**src/rtl/call_stack_if.sv**
```systemverilog
// Decoder-to-return-stack bundle: CALL/RET strobes and return address in,
// top-of-stack and status out.
interface call_stack_if #(
    parameter int ADDR_W = 16,
    parameter int PTR_W  = 4
);
    // Strobe semantics: StackPush/StackPop are single-cycle requests with no
    // ready; each one not masked by Stall is accepted at the next rising
    // edge. TopAddr and the status outputs are valid every cycle.
    logic              StackPush;
    logic              StackPop;
    logic              Stall;
    logic [ADDR_W-1:0] ReturnAddr;
    logic [ADDR_W-1:0] TopAddr;
    logic [PTR_W:0]    Depth;
    logic              Empty;
    logic              Full;
    logic              Overflow;
    logic              Underflow;

    modport master (
        output StackPush, StackPop, Stall, ReturnAddr,
        input  TopAddr, Depth, Empty, Full, Overflow, Underflow
    );

    modport slave (
        input  StackPush, StackPop, Stall, ReturnAddr,
        output TopAddr, Depth, Empty, Full, Overflow, Underflow
    );
endinterface

```
**src/rtl/call_stack.sv**
```systemverilog
// Return-address LIFO for the game processor: stores PC+1 on CALL and
// presents the top entry combinationally so RET can use it the same cycle.
module call_stack #(
    parameter int ADDR_W = 16,
    parameter int DEPTH  = 16,
    parameter int PTR_W  = 4
) (
    input  logic         clk,
    input  logic         rst,
    call_stack_if.slave  bus
);
    localparam logic [PTR_W:0] ONE      = (PTR_W+1)'(1);
    localparam logic [PTR_W:0] FULL_LVL = (PTR_W+1)'(DEPTH);

    logic [ADDR_W-1:0] mem [DEPTH];
    logic [PTR_W:0]    depthQ;
    logic [PTR_W:0]    depthNext;
    logic              overflowQ;
    logic              underflowQ;

    logic              pushEff;
    logic              popEff;
    logic              isEmpty;
    logic              isFull;
    logic [PTR_W-1:0]  wrIdx;
    logic [PTR_W-1:0]  rdIdx;
    logic [PTR_W-1:0]  wrSel;
    logic              doWrite;
    logic              setOvf;
    logic              setUnf;

    assign pushEff = bus.StackPush & ~bus.Stall;
    assign popEff  = bus.StackPop  & ~bus.Stall;
    assign isEmpty = (depthQ == '0);
    assign isFull  = (depthQ == FULL_LVL);
    assign wrIdx   = depthQ[PTR_W-1:0];
    // At full depth the low bits are zero, so the decrement wraps to the last slot.
    assign rdIdx   = depthQ[PTR_W-1:0] - PTR_W'(1);

    always_comb begin
        doWrite   = 1'b0;
        wrSel     = wrIdx;
        depthNext = depthQ;
        setOvf    = 1'b0;
        setUnf    = 1'b0;
        unique case ({pushEff, popEff})
            2'b10: begin
                if (isFull) begin
                    setOvf = 1'b1;
                end else begin
                    doWrite   = 1'b1;
                    depthNext = depthQ + ONE;
                end
            end
            2'b01: begin
                if (isEmpty) begin
                    setUnf = 1'b1;
                end else begin
                    depthNext = depthQ - ONE;
                end
            end
            2'b11: begin
                // RET+CALL together replaces the top; on an empty stack the pop half is void.
                doWrite = 1'b1;
                if (isEmpty) begin
                    setUnf    = 1'b1;
                    depthNext = ONE;
                end else begin
                    wrSel = rdIdx;
                end
            end
            default: ;
        endcase
    end

    always_ff @(posedge clk) begin
        if (rst) begin
            depthQ     <= '0;
            overflowQ  <= 1'b0;
            underflowQ <= 1'b0;
        end else begin
            depthQ     <= depthNext;
            overflowQ  <= overflowQ | setOvf;
            underflowQ <= underflowQ | setUnf;
        end
    end

    // Entries are never cleared; Depth alone decides what is live.
    always_ff @(posedge clk) begin
        if (doWrite && !rst) begin
            mem[wrSel] <= bus.ReturnAddr;
        end
    end

    assign bus.TopAddr   = isEmpty ? '0 : mem[rdIdx];
    assign bus.Depth     = depthQ;
    assign bus.Empty     = isEmpty;
    assign bus.Full      = isFull;
    assign bus.Overflow  = overflowQ;
    assign bus.Underflow = underflowQ;
endmodule

```
**src/flat_wrapper.sv**
```systemverilog
// flat-port wrapper written by rule: the top's interface ports become plain ports
module call_stack_flat 
#(
    parameter int ADDR_W = 16,
    parameter int DEPTH  = 16,
    parameter int PTR_W  = 4
)
  (clk, rst, bus_StackPush, bus_StackPop, bus_Stall, bus_ReturnAddr, bus_TopAddr, bus_Depth, bus_Empty, bus_Full, bus_Overflow, bus_Underflow);
  call_stack_if #(.ADDR_W(ADDR_W), .PTR_W(PTR_W)) bus_i ();
  input  logic clk;
  input  logic rst;
  input wire logic [$bits(bus_i.StackPush)-1:0] bus_StackPush;
  input wire logic [$bits(bus_i.StackPop)-1:0] bus_StackPop;
  input wire logic [$bits(bus_i.Stall)-1:0] bus_Stall;
  input wire logic [$bits(bus_i.ReturnAddr)-1:0] bus_ReturnAddr;
  output wire logic [$bits(bus_i.TopAddr)-1:0] bus_TopAddr;
  output wire logic [$bits(bus_i.Depth)-1:0] bus_Depth;
  output wire logic [$bits(bus_i.Empty)-1:0] bus_Empty;
  output wire logic [$bits(bus_i.Full)-1:0] bus_Full;
  output wire logic [$bits(bus_i.Overflow)-1:0] bus_Overflow;
  output wire logic [$bits(bus_i.Underflow)-1:0] bus_Underflow;
  assign bus_i.StackPush = bus_StackPush;
  assign bus_i.StackPop = bus_StackPop;
  assign bus_i.Stall = bus_Stall;
  assign bus_i.ReturnAddr = bus_ReturnAddr;
  assign bus_TopAddr = bus_i.TopAddr;
  assign bus_Depth = bus_i.Depth;
  assign bus_Empty = bus_i.Empty;
  assign bus_Full = bus_i.Full;
  assign bus_Overflow = bus_i.Overflow;
  assign bus_Underflow = bus_i.Underflow;
  call_stack #(.ADDR_W(ADDR_W), .DEPTH(DEPTH), .PTR_W(PTR_W)) u_core (.clk(clk), .rst(rst), .bus(bus_i));
endmodule
```
**config.mk**
```make
export PLATFORM = sky130hd
export DESIGN_NAME = call_stack_flat
export DESIGN_NICKNAME = d
export VERILOG_FILES = /design/src/rtl/call_stack_if.sv /design/src/rtl/call_stack.sv /design/src/flat_wrapper.sv
export SDC_FILE = /design/constraint.sdc
export NUM_CORES = 1
export LEC_CHECK = 0
export BUFFER_PORTS_ARGS = -buffer_cell sky130_fd_sc_hd__buf_2
export CAP_MARGIN = 15
export CORE_ASPECT_RATIO = 0.75
export CORE_MARGIN = 4
export CORE_UTILIZATION = 45
export CTS_CLUSTER_DIAMETER = 100
export DETAILED_ROUTE_END_ITERATION = 10
export SLEW_MARGIN = 30
export SYNTH_ARGS = -nofsm -noshare
export SYNTH_HDL_FRONTEND = slang
export SYNTH_SLANG_ARGS = --single-unit
```
**constraint.sdc**
```tcl
create_clock -name clk -period 4.2 [get_ports clk]
set_clock_uncertainty 0.05 [all_clocks]
set_input_delay 0.84 -clock clk [delete_from_list [all_inputs] [get_ports clk]]
set_output_delay 0.84 -clock clk [all_outputs]
set_load 0.005 [all_outputs]
```
* Yosys cells after proc, flatten, opt, wreduce, memory -nomap -nowiden
Memories as Yosys holds them, arrays and structs flattened. Index checks and enable logic that the tools add are counted.
Operators by class: add/subtract/negate cells 3, equal/unequal tests 7, mux-type cells 15, bitwise gates (word level) 5, reduce and logical (&&, ||, !) cells 6
Operator list (count):
- $mux 16 | 1
- $mux 5 | 3
- $pmux 5 s3 | 1
- $mux 4 | 2
- $mux 1 | 7
- $add 5x1->5 const B | 1
- $eq 5x5->1 const B | 1
- $logic_not 5->1 | 1
- $sub 5x1->5 const B | 1
- $eq 2x2->1 const B | 2
- $ne 2x2->1 const B | 2
- $reduce_and 4->1 | 1
- $sub 4x1->4 const B | 1
- $reduce_bool 3->1 | 1
- $and 1x1->1 | 2
- $eq 2x1->1 const B | 1
- $ne 2x1->1 const B | 1
- $or 1x1->1 | 2
- $pmux 1 s2 | 1
- $reduce_or 2->1 | 1
- $logic_and 1x1->1 | 1
- $logic_not 1->1 | 1
- $not 1->1 | 1
Word-level totals: flip-flop bits (word level) 7, memory bits (writable) 256, input port bits 21, output and inout bits 25, logic and storage cells 40, memories 1
Memories:
- u_core.mem | words 16, bits a word 16, read ports 1, clocked after memory_dff 0, wr ports 1, RTL line call_stack.sv:15 | logic [ADDR_W-1:0] mem [DEPTH];

* Depth between registers and ports, before layout
word-level depth 7, gate-level depth with buffers 10, depth with buffers taken out 7

* Worst setup path before layout
No wires, ideal clock.
path type reg-to-reg, start point reg u_core.depthQ[0], in the netlist u_core.bus.Depth[0], end point mem u_core.mem[10][0] (enable), setup time 0.414 ns, arrival time 3.282 ns, required time 3.736 ns, slack 0.454 ns, stages on the path, launching flop included 11, path buffers 3, period minus slack after synthesis 3.746 ns, cells stage by stage dfxtp_1 > buf_2 > buf_2 > inv_1 > ha_1 > or4b_4 > buf_6 > clkinv_4 > nor3_1 > o2111ai_1 > a211oi_1
Between the ends: elaborated cells on any way between the ends 10, those cells by class 1 x add/sub; 1 x eq/ne; 6 x mux; 2 x reduce/logical
RTL lines:
- from (decl) | RTL line call_stack.sv:16 | logic [PTR_W:0] depthQ;
- from (signal assigned) | RTL line call_stack.sv:82 | depthQ <= depthNext;
- $logic_not 5->1 | RTL line call_stack.sv:34 | assign isEmpty = (depthQ == '0);
- named net bus_Empty | RTL line flat_wrapper.sv:18 | output wire logic [$bits(bus_i.Empty)-1:0] bus_Empty;
- $mux 4 | RTL line call_stack.sv:65 | if (isEmpty) begin
- $mux 4 | RTL line call_stack.sv:46 | unique case ({pushEff, popEff})
- to (decl) | RTL line call_stack.sv:15
The timed path passes the listed nets, and every way through them passes these cells.

* Worst setup path after layout
start point reg u_core.depthQ[0], in the netlist u_core.bus.Depth[0], end point out bus_TopAddr[14]
Between the ends: cells in the longest elaborated chain, start to end 3, elaborated cells on any way between the ends 4, those cells by class 1 x add/sub; 1 x mux; 1 x reduce/logical; 1 x memory
RTL lines:
- $sub 4x1->4 | RTL line call_stack.sv:38 | assign rdIdx = depthQ[PTR_W-1:0] - PTR_W'(1);
- $mem_v2 16x16
- $mux 16 (*) | RTL line call_stack.sv:95 | assign bus.TopAddr = isEmpty ? '0 : mem[rdIdx];
- to (decl) | RTL line flat_wrapper.sv:16 | output wire logic [$bits(bus_i.TopAddr)-1:0] bus_TopAddr;
Mark *: on every way between the ends. The rest lies on a longest branch, timed or not.

==> metrics <==
Overflow after GRT 0; largest net degree at the start of global routing 64; vias post-DR 5,404; Hold Buf Count CTS 0; syn_area_per_cell 20.23 µm²; initial antenna violation count 3; Port Buffers 45; Pwr Total 5.899 mW; PostCTS Resize Cnt 0; wire length per cell 25.33 µm; Starting DRT DRC Count 456; Crit path largest cell delay 520 ps; DR vias/cell approximately 5.9; Startpoint Class flip-flop; die height 141.2 µm; layout net count 627; # clock sinks 263; static leakage 4.075 nW; CP max FO 42; crit share post-route 0.9384; Routed Antenna Nets 0; Hold WS 439.5 ps; WS Path Type flip-flop to output pin; Post-Syn Area 0.01064 mm²; CTS clock-pin slew for the worst setup and hold paths around 70 ps; # H-tree levels 1; Least-Margin Pin Slew 859.3 ps; layout cells sized above 1 0.3355; area grow syn2layout 15.96%; Main synth FF type edfxtp_1; CP max stage cell dfxtp_4; total iterations of the first detailed-routing run 5; Setup violations, final 0; number of synthesized flops with an enable pin 256; commonest non-fill, non-tap cell in the layout edfxtp_1; count of state elements after synthesis 263; clock latency on the worst-skew pair 520 ps; outcome completed; Distinct cells, synth between 50 and 60; FP Rows 48; vias in the first global route about 5,400; CP Capture Type output pin; commonest non-fill, non-tap cells in the layout edfxtp_1 (256), mux4_2 (64), buf_2 (45), mux2i_1 (35), buf_4 (29); final WL 23.38 mm; clock buffer depth 3; final design utilization 0.5338; core outline area ~0.023 mm²; max cap viols 0; max_slew headroom 0.4271; Seq/Total Area, Yosys 0.7355; Synth async-reset ratio 0; PwrDens 478.0 mW/mm²; hpwl dp 14.73 mm; YS warnings 0; CTS root buf clkbuf_16; VDD IR max ~0.35 mV; Critical Path AT roughly 3000 ps; Final Hold Fails 0; CTS tree yes; die area 0.02620 mm²; delay-heaviest family, CP multiplexers; first-pass GRT wire length around 35 mm; CTS Buf Count 26; TNS Setup 0 ps; Req. time, crit path 3310 ps; Die Width 185.6 µm; starting density of the core 0.4603; routability congestion estimate between 0.8 and 0.9; critical path buffer and inverter count 3; Inserted Diodes 0; Synth Instances between 500 and 600; Max Slew Vio Count 0; HP Class flip-flop to flip-flop; pre-CTS WS 817.5 ps; Setup Fix Bufs, Post-CTS 0; syn nets between 500 and 600; final setup margin 258.6 ps; total track usage 0.1815; drc violations 0; # IOs 46; unrepaired setup endpoints after global routing no; min Tclk post-route 3941 ps; crit-path cells inv_1, ha_2, buf_12, mux4_2, mux2i_1, o22ai_1, buf_2; f_max approximately 250 MHz
final timing paths:
kind,depth (start not counted),from,to,slack (ps)
worst max register to register,8,u_core.bus.Depth[0],u_core.mem[9][5],980
worst min-delay path,2,u_core.bus.Underflow,u_core.bus.Underflow,440
worst max-delay path,7,u_core.bus.Depth[0],bus_TopAddr[14],260
worst min register to register,2,u_core.bus.Underflow,u_core.bus.Underflow,440
area by class of cell:
cell class                 count  area [µm²]
multi-input combinational    222        2714
fill                        1809       10780
clock inverter                20       120.1
tap                          300       375.4
clock buffer                  28       679.4
sequential                   263        7831
timing repair buffer          81       583.1
inverter                       9       38.79
where the power goes:
part           internal (mW)  switching [mW]  leakage [nW]
Clock                   1.23           0.938         0.398
Combinational          0.369           0.451          1.32
Sequential              2.90          0.0183          2.36
cell usage after synthesis, drive strengths merged (4+ instances only):
master | n | area share
a211oi | 8 | 0.0071
a21oi | 5 | 0.0024
buf | 17 | 0.0091
clkbuf | 15 | 0.0053
dfxtp | 7 | 0.013
edfxtp | 256 | 0.72
inv | 8 | 0.0028
mux2i | 35 | 0.033
mux4 | 64 | 0.14
nand2 | 4 | 0.0014
nor2 | 22 | 0.0078
nor3 | 6 | 0.0028
o21ai | 6 | 0.0032
o22ai | 17 | 0.010
through the flow:
stage / cell area [µm²] / cells
global placement: 11540 / 875
detailed placement: 11540 / 875
floorplan: 10640 / 526
global route: 12340 / 923
finish: 12340 / 923
CTS: 12340 / 923
flip-flops by register name, summed over array words and instances (netlist names):
name	cells
u_core.mem	256
u_core.bus.Underflow	1
u_core.bus.Depth	5
u_core.bus.Overflow	1
tightest hold or removal path, cell delays in order (launching register included):
cell     delay, ps
dfxtp_1        330
a31oi_1         40
nor2_1          80
cells by family (layout without fill, tap and decap cells):
logic type,after synthesis,after routing,share of synthesized area
buffers and inverters,41,138,0.01799
AND/OR/NAND/NOR,56,56,0.02869
flip-flops,263,263,0.7355
multiplexers,99,99,0.1684
AO/OA/AOI/OAI,59,59,0.04115
adder cells (fa/ha/maj),3,3,0.003527
XOR/XNOR,5,5,0.004821
per-layer routing:
layer | GRT usage | vias to the layer above | wire, µm | part of all wire
met1 | 0.2844 | 2847 | 10960 | 0.47
met2 | 0.2671 | 153 | 10610 | 0.45
met4 | 0.03066 | 6 | 403 | 0.017
li1 | - | 2360 | - | -
met3 | 0.04230 | 38 | 1376 | 0.059
met5 | 0 | - | 29 | 0.0012
(Power assumes the default switching activity.)
